`src/rtl/video_rect_fill_if.sv`:
```
// Avalon-MM frame buffer port: one pixel per word.
// master: the fill engine; slave: the VGA controller's frame buffer port.
interface video_rect_fill_if #(
  parameter int AVN_AW = 19,
  parameter int AVN_DW = 16
);
  logic                  write;
  logic                  read;
  logic [AVN_AW-1:0]     address;
  logic [AVN_DW-1:0]     writedata;
  logic [AVN_DW/8-1:0]   byteenable;
  logic                  waitrequest;

  modport master (
    output write,
    output read,
    output address,
    output writedata,
    output byteenable,
    input  waitrequest
  );

  modport slave (
    input  write,
    input  read,
    input  address,
    input  writedata,
    input  byteenable,
    output waitrequest
  );
endinterface

```
`src/rtl/video_rect_fill.sv`:
```
// Solid rectangle fill engine for the frame buffer.
// Writes a single colour into an inclusive, axis-aligned rectangle in raster
// order, one pixel per Avalon word, address = y*H_RES + x.
//
//   state   | meaning
//   --------+---------------------------------------------------------------
//   S_IDLE  | waiting for start; coordinates and colour latched (clamped)
//   S_SETUP | one cycle: reject empty rectangle or compute first row base
//   S_WRITE | issuing write beats; advances on write & !waitrequest
//   S_DONE  | one-cycle done pulse, then back to idle
module video_rect_fill #(
  parameter  int AVN_AW = 19,
  parameter  int AVN_DW = 16,
  parameter  int H_RES  = 640,
  parameter  int V_RES  = 480,
  localparam int X_W    = $clog2(H_RES),
  localparam int Y_W    = $clog2(V_RES)
) (
  input  logic              sys_clk,
  input  logic              sys_rst,
  input  logic              start,
  input  logic [X_W-1:0]    x0,
  input  logic [X_W-1:0]    x1,
  input  logic [Y_W-1:0]    y0,
  input  logic [Y_W-1:0]    y1,
  input  logic [AVN_DW-1:0] color,
  output logic              busy,
  output logic              done,
  video_rect_fill_if.master avn
);

  localparam logic [X_W-1:0]    X_MAX = X_W'(H_RES - 1);
  localparam logic [Y_W-1:0]    Y_MAX = Y_W'(V_RES - 1);
  localparam logic [AVN_AW-1:0] PITCH = AVN_AW'(H_RES);

  typedef enum logic [1:0] {
    S_IDLE  = 2'd0,
    S_SETUP = 2'd1,
    S_WRITE = 2'd2,
    S_DONE  = 2'd3
  } state_t;

  state_t              r_state;

  // Latched command, already clamped to the visible frame.
  logic [X_W-1:0]      r_x0;
  logic [X_W-1:0]      r_x1;
  logic [Y_W-1:0]      r_y0;
  logic [Y_W-1:0]      r_y1;

  // Walk position and the word address of the start of the current row.
  logic [X_W-1:0]      r_cx;
  logic [Y_W-1:0]      r_cy;
  logic [AVN_AW-1:0]   r_row_base;

  // Registered outputs.
  logic                r_busy;
  logic                r_done;
  logic                r_write;
  logic [AVN_AW-1:0]   r_address;
  logic [AVN_DW-1:0]   r_writedata;

  logic [X_W-1:0]      w_x0_clamp;
  logic [X_W-1:0]      w_x1_clamp;
  logic [Y_W-1:0]      w_y0_clamp;
  logic [Y_W-1:0]      w_y1_clamp;
  logic                w_empty;
  logic                w_accept;
  logic [AVN_AW-1:0]   w_setup_base;
  logic [AVN_AW-1:0]   w_next_base;
  logic [X_W-1:0]      w_cx_inc;
  logic [Y_W-1:0]      w_cy_inc;
  logic                w_more_cols;
  logic                w_more_rows;

  assign w_x0_clamp   = (x0 > X_MAX) ? X_MAX : x0;
  assign w_x1_clamp   = (x1 > X_MAX) ? X_MAX : x1;
  assign w_y0_clamp   = (y0 > Y_MAX) ? Y_MAX : y0;
  assign w_y1_clamp   = (y1 > Y_MAX) ? Y_MAX : y1;

  assign w_empty      = (r_x0 > r_x1) || (r_y0 > r_y1);

  // Beat handshake; only registered state feeds the outputs, so waitrequest
  // reaches them one edge later at the earliest.
  assign w_accept     = r_write & ~avn.waitrequest;

  // The only multiplier: first row base, used once per command in SETUP.
  // Later rows step the base by one pitch.
  assign w_setup_base = AVN_AW'(r_y0) * PITCH;
  assign w_next_base  = r_row_base + PITCH;

  assign w_cx_inc     = r_cx + X_W'(1);
  assign w_cy_inc     = r_cy + Y_W'(1);
  assign w_more_cols  = (r_cx < r_x1);
  assign w_more_rows  = (r_cy < r_y1);

  // Command sequencer: latches the command, walks the rectangle in raster order
  // and owns every registered output.
  always_ff @(posedge sys_clk) begin
    if (sys_rst) begin
      r_state     <= S_IDLE;
      r_x0        <= '0;
      r_x1        <= '0;
      r_y0        <= '0;
      r_y1        <= '0;
      r_cx        <= '0;
      r_cy        <= '0;
      r_row_base  <= '0;
      r_busy      <= 1'b0;
      r_done      <= 1'b0;
      r_write     <= 1'b0;
      r_address   <= '0;
      r_writedata <= '0;
    end else begin
      case (r_state)
        S_IDLE: begin
          r_done <= 1'b0;
          if (start) begin
            r_x0        <= w_x0_clamp;
            r_x1        <= w_x1_clamp;
            r_y0        <= w_y0_clamp;
            r_y1        <= w_y1_clamp;
            r_writedata <= color;
            r_busy      <= 1'b1;
            r_state     <= S_SETUP;
          end
        end

        S_SETUP: begin
          if (w_empty) begin
            r_busy  <= 1'b0;
            r_done  <= 1'b1;
            r_state <= S_DONE;
          end else begin
            r_row_base <= w_setup_base;
            r_cx       <= r_x0;
            r_cy       <= r_y0;
            r_write    <= 1'b1;
            r_address  <= w_setup_base + AVN_AW'(r_x0);
            r_state    <= S_WRITE;
          end
        end

        S_WRITE: begin
          // Address is precomputed for the next beat so it is registered
          // and held steady through any stall.
          if (w_accept) begin
            if (w_more_cols) begin
              r_cx      <= w_cx_inc;
              r_address <= r_row_base + AVN_AW'(w_cx_inc);
            end else if (w_more_rows) begin
              r_cx       <= r_x0;
              r_cy       <= w_cy_inc;
              r_row_base <= w_next_base;
              r_address  <= w_next_base + AVN_AW'(r_x0);
            end else begin
              r_write <= 1'b0;
              r_busy  <= 1'b0;
              r_done  <= 1'b1;
              r_state <= S_DONE;
            end
          end
        end

        S_DONE: begin
          r_done  <= 1'b0;
          r_state <= S_IDLE;
        end

        default: begin
          r_write <= 1'b0;
          r_busy  <= 1'b0;
          r_done  <= 1'b0;
          r_state <= S_IDLE;
        end
      endcase
    end
  end

  assign busy           = r_busy;
  assign done           = r_done;
  assign avn.write      = r_write;
  assign avn.read       = 1'b0;
  assign avn.address    = r_address;
  assign avn.writedata  = r_writedata;
  assign avn.byteenable = '1;

endmodule
```
`src/flat_wrapper.sv`:
```
// flat-port wrapper written by rule: the top's interface ports become plain ports
module video_rect_fill_flat 
#(
  parameter  int AVN_AW = 19,
  parameter  int AVN_DW = 16,
  parameter  int H_RES  = 640,
  parameter  int V_RES  = 480,
  localparam int X_W    = $clog2(H_RES),
  localparam int Y_W    = $clog2(V_RES)
)
  (sys_clk, sys_rst, start, x0, x1, y0, y1, color, busy, done, avn_write, avn_read, avn_address, avn_writedata, avn_byteenable, avn_waitrequest);
  video_rect_fill_if #(.AVN_AW(AVN_AW), .AVN_DW(AVN_DW)) avn_i ();
  input  logic sys_clk;
  input  logic sys_rst;
  input  logic start;
  input  logic [X_W-1:0] x0;
  input  logic [X_W-1:0] x1;
  input  logic [Y_W-1:0] y0;
  input  logic [Y_W-1:0] y1;
  input  logic [AVN_DW-1:0] color;
  output logic busy;
  output logic done;
  output wire logic [$bits(avn_i.write)-1:0] avn_write;
  output wire logic [$bits(avn_i.read)-1:0] avn_read;
  output wire logic [$bits(avn_i.address)-1:0] avn_address;
  output wire logic [$bits(avn_i.writedata)-1:0] avn_writedata;
  output wire logic [$bits(avn_i.byteenable)-1:0] avn_byteenable;
  input wire logic [$bits(avn_i.waitrequest)-1:0] avn_waitrequest;
  assign avn_write = avn_i.write;
  assign avn_read = avn_i.read;
  assign avn_address = avn_i.address;
  assign avn_writedata = avn_i.writedata;
  assign avn_byteenable = avn_i.byteenable;
  assign avn_i.waitrequest = avn_waitrequest;
  video_rect_fill #(.AVN_AW(AVN_AW), .AVN_DW(AVN_DW), .H_RES(H_RES), .V_RES(V_RES)) u_core (.sys_clk(sys_clk), .sys_rst(sys_rst), .start(start), .x0(x0), .x1(x1), .y0(y0), .y1(y1), .color(color), .busy(busy), .done(done), .avn(avn_i));
endmodule
```
`config.mk`:
```
export PLATFORM = sky130hd
export DESIGN_NAME = video_rect_fill_flat
export DESIGN_NICKNAME = d
export VERILOG_FILES = /design/src/rtl/video_rect_fill_if.sv /design/src/rtl/video_rect_fill.sv /design/src/flat_wrapper.sv
export SDC_FILE = /design/constraint.sdc
export NUM_CORES = 1
export LEC_CHECK = 0
export BUFFER_PORTS_ARGS = -buffer_cell sky130_fd_sc_hd__buf_2
export CORE_ASPECT_RATIO = 0.5
export CORE_MARGIN = 2
export CORE_UTILIZATION = 59
export DETAILED_ROUTE_END_ITERATION = 16
export GPL_TIMING_DRIVEN = 0
export PLACE_DENSITY = 0.89
export SKIP_LAST_GASP = 1
export SLEW_MARGIN = 20
export SYNTH_ARGS = -nofsm -noshare
export SYNTH_HDL_FRONTEND = slang
export SYNTH_SLANG_ARGS = --single-unit
```
`constraint.sdc`:
```
create_clock -name sys_clk -period 4.2 [get_ports sys_clk]
set_input_delay 0.42 -clock sys_clk [delete_from_list [all_inputs] [get_ports sys_clk]]
set_output_delay 0.42 -clock sys_clk [all_outputs]
set_load 0.01 [all_outputs]
```
==> impl_metrics.env <==
export IMPL_die_h_um=83.1
export IMPL_drv_slew=0
export IMPL_worstHoldEndpoint="u_core.avn.writedata[3]"
export IMPL_dp_hpwl_um=18000
export IMPL_ir_drop_mv=0.339
export IMPL_drt_total_wl_um=24000
export IMPL_top_usage_layer="met2"
export IMPL_die_w_um=162
export IMPL_clock_sinks=108
export IMPL_htree_levels=3
export IMPL_timing_rr_start="u_core.r_cx[0]"
export IMPL_multi_input_area_um2=4760
export IMPL_slew_headroom=0.429
export IMPL_routed_via_density=6.44
export IMPL_cts_tree="yes"
export IMPL_clk_pin_slew_ns=0.08
export IMPL_antenna_left=0
export IMPL_synth_top_flop_cell="dfxtp_1"
export IMPL_netlist_area_leader_share=0.293
export IMPL_path_cells="ha_1 -> clkbuf_2 -> nand3_1 -> nor2_1 -> nand3_1 -> xnor2_1 -> ha_1 -> a21oi_1 -> nor2_1 -> or2_2 -> a31oi_1 -> or3_1 -> a21oi_1 -> o311ai_2 -> a21oi_1"
export IMPL_critPathKind="flip-flop to flip-flop"
export IMPL_root_buffer="clkbuf_16"
export IMPL_crit_fanout=10
export IMPL_hold_viol=0
export IMPL_overflow=0
export IMPL_finalClockSkew_ns=0.00951
export IMPL_synth_largest_area_cell="dfxtp_1"
export IMPL_die_area_um2=13500
export IMPL_drc=0
export IMPL_antenna_found_initial=0
export IMPL_antenna_cells=0
export IMPL_area_growth_syn_to_layout_pct=13.4
export IMPL_cp_required_ns=4.43
export IMPL_ff_latch_area_um2=2160
export IMPL_ios=99
export IMPL_whs_path_depth=3
export IMPL_min_from="color[3]"
export IMPL_grt_setup_unrepaired="no"
export IMPL_io_buffers=94
export IMPL_drtIter0Drc=839
export IMPL_grt_pass1_wl_um=38100
export IMPL_grt_max_degree=21
export IMPL_synth_compound_area_frac=0.247
export IMPL_max_stage_delay_ns=0.54
export IMPL_start_util=0.614
export IMPL_core_rowCount=28
export IMPL_fin_crit_sh=0.911
export IMPL_critPathSlowestCell="dfxtp_1"
export IMPL_ys_seq_elements=108
export IMPL_layout_nets=1170
export IMPL_worstSkewPairLatency_ns=0.36
export IMPL_synth_top_family_by_area="compound AO/OA/AOI/OAI gates"
export IMPL_setup_tns_ns=0
export IMPL_timing_worst_slew_pin_value_ns=0.849
export IMPL_crit_top_cell="a21oi_1"
export IMPL_reg2reg_setup_slack_ns=0.37
export IMPL_place_gp_congestion=0.962
export IMPL_cts_buffers=9
export IMPL_nFillCells=950
export IMPL_cts_max_path_buffers=2
export IMPL_fp_coreArea_um2=12000
export IMPL_vias=7795
export IMPL_met3_usage=0.0824
export IMPL_power_density_nw_per_um2=736
export IMPL_synth_simple_area_share=0.210
export IMPL_use_met1=0.487
export IMPL_synth_edf_count=0
export IMPL_synth_area_leaders="dfxtp_1, ha_1, nand2_1"
export IMPL_dr_pass1_iters=5
export IMPL_synth_xor_xnor_area_share=0.0569
export IMPL_wl_per_cell_um=19.8
export IMPL_arrival_ns=4.06
export IMPL_grt_pass1_vias=7330
export IMPL_syn_area_per_cell_um2=7.91
export IMPL_synth_distinct_cells=82
export IMPL_status="finished clean"
export IMPL_ys_warnings_count=0
export IMPL_p_leak_nw=3.47
export IMPL_synthAdderAreaFrac=0.122
export IMPL_critPathLaunchType="flip-flop"
export IMPL_r2r_end="u_core.avn.address[16]"
export IMPL_fin_crit_ns=3.83
export IMPL_setup_viol=0
export IMPL_syn_area_um2=7380
export IMPL_grtUsageTotal=0.354
export IMPL_maxCapViolations=0
export IMPL_met2_usage=0.552
export IMPL_hold_class="input pin to flip-flop"
export IMPL_worst_setup_path_end_kind="flip-flop"
export IMPL_seq_area_frac_synth=0.293
export IMPL_async_flop_share=0
export IMPL_power_mw=6.16
export IMPL_fmax_ghz=0.261
export IMPL_layout_drive_gt1_share=0.171
export IMPL_muxShareOfSynthArea=0.00559
export IMPL_rr_worst_depth=15
export IMPL_synthCells=933
where the power goes:
group          internal [mW]  switching, mW  leakage [nW]
clock                  0.422          0.452         0.143
sequential              1.31          0.311         0.885
combinational           1.31           2.36          2.44
metrics by stage:
stage	setup WS [ns]	area, um2	hold slack, ns	std cells	util
after floorplan	1.16	7390	0.432	936	-
after global placement	0.481	8070	0.439	1195	0.672
after detailed placement	0.439	8070	0.445	1195	0.672
after CTS	0.386	8360	0.278	1211	0.696
after global routing	0.0970	8370	0.282	1211	0.696
final	0.374	8370	0.287	1211	0.696
worst max-delay path, delay by kind of cell (launching register included):
family / cells / cell delay (ns)
AND/OR/NAND/NOR: 6 / 1.10
XOR/XNOR: 1 / 0.25
adder cells (fa/ha/maj): 2 / 0.53
AO/OA/AOI/OAI: 5 / 1.10
flip-flops: 1 / 0.54
buffers and inverters: 1 / 0.19
timing repair:
item	in CTS	in global routing
setup buffers	0	0
hold buffers	0	0
endpoints found under the setup margin	0	1
gates resized for setup	0	1
cell usage in the layout (no fill, tap or decap), drive strengths merged, types with 24 or more instances in the layout:
| master | n |
|---|---|
| nand2 | 139 |
| buf | 122 |
| dfxtp | 108 |
| a21oi | 92 |
| ha | 69 |
| nor2 | 64 |
| o21ai | 48 |
| inv | 47 |
| clkbuf | 43 |
| xnor2 | 30 |
| nand3 | 29 |
| o221a | 24 |
metal layers:
| metal | up-vias | wire length, um |
|---|---|---|
| li1 | 3570 | - |
| met3 | 75 | 3220 |
| met1 | 3611 | 9820 |
| met5 | - | 0 |
| met2 | 539 | 10300 |
| met4 | 0 | 659 |
logic make-up (layout without fill, tap and decap cells):
kind of cell             Yosys count  after routing
AO/OA/AOI/OAI                    268            268
other                              2              5
adder cells (fa/ha/maj)           71             71
multiplexers                       4              4
flip-flops                       108            108
buffers and inverters            105            215
XOR/XNOR                          48             48
AND/OR/NAND/NOR                  327            327
how the worst max path moves through the flow:
stage | from | slack [ns] | to
2_1_floorplan | u_core.r_cx[0] | 1.16 | u_core.avn.address[16]
3_3_place_gp | u_core.r_cx[0] | 0.48 | u_core.avn.address[16]
3_5_place_dp | u_core.r_cx[0] | 0.44 | u_core.avn.address[16]
4_1_cts | u_core.r_cx[0] | 0.39 | u_core.avn.address[16]
5_1_grt | u_core.r_cx[0] | 0.1 | u_core.avn.address[16]
6_report | u_core.r_cx[0] | 0.37 | u_core.avn.address[16]
flip-flops by register name (all words and copies together) (netlist names):
signal / cells
u_core.r_y1: 9
u_core.r_cx: 10
u_core.r_y0: 9
u_core.r_state: 2
u_core.r_x0: 10
u_core.avn.address: 18
u_core.done: 1
u_core.r_cy: 9
u_core.busy: 1
u_core.r_row_base: 12
u_core.avn.writedata: 16
u_core.r_x1: 10
u_core.avn.write: 1
synthesized netlist by cell type, drive strengths merged, types with 8 or more instances:
cell type / number
a211oi: 17
a21oi: 92
a31oi: 14
and3: 8
buf: 28
clkbuf: 33
dfxtp: 108
ha: 69
inv: 42
nand2: 139
nand3: 29
nand4: 12
nor2: 64
nor2b: 9
nor3: 19
o211ai: 13
o21ai: 48
o221a: 24
xnor2: 30
xor2: 18
final cells by class:
cell class | count | area share
Buffer | 61 | 0.0374
Multi-Input combinational cell | 723 | 0.569
Timing Repair Buffer | 94 | 0.0562
Sequential cell | 108 | 0.258
Inverter | 44 | 0.0197
Tap cell | 165 | 0.0247
Clock buffer | 10 | 0.0274
Clock inverter | 6 | 0.00747
Note: power is estimated with default switching activity, not from simulation.
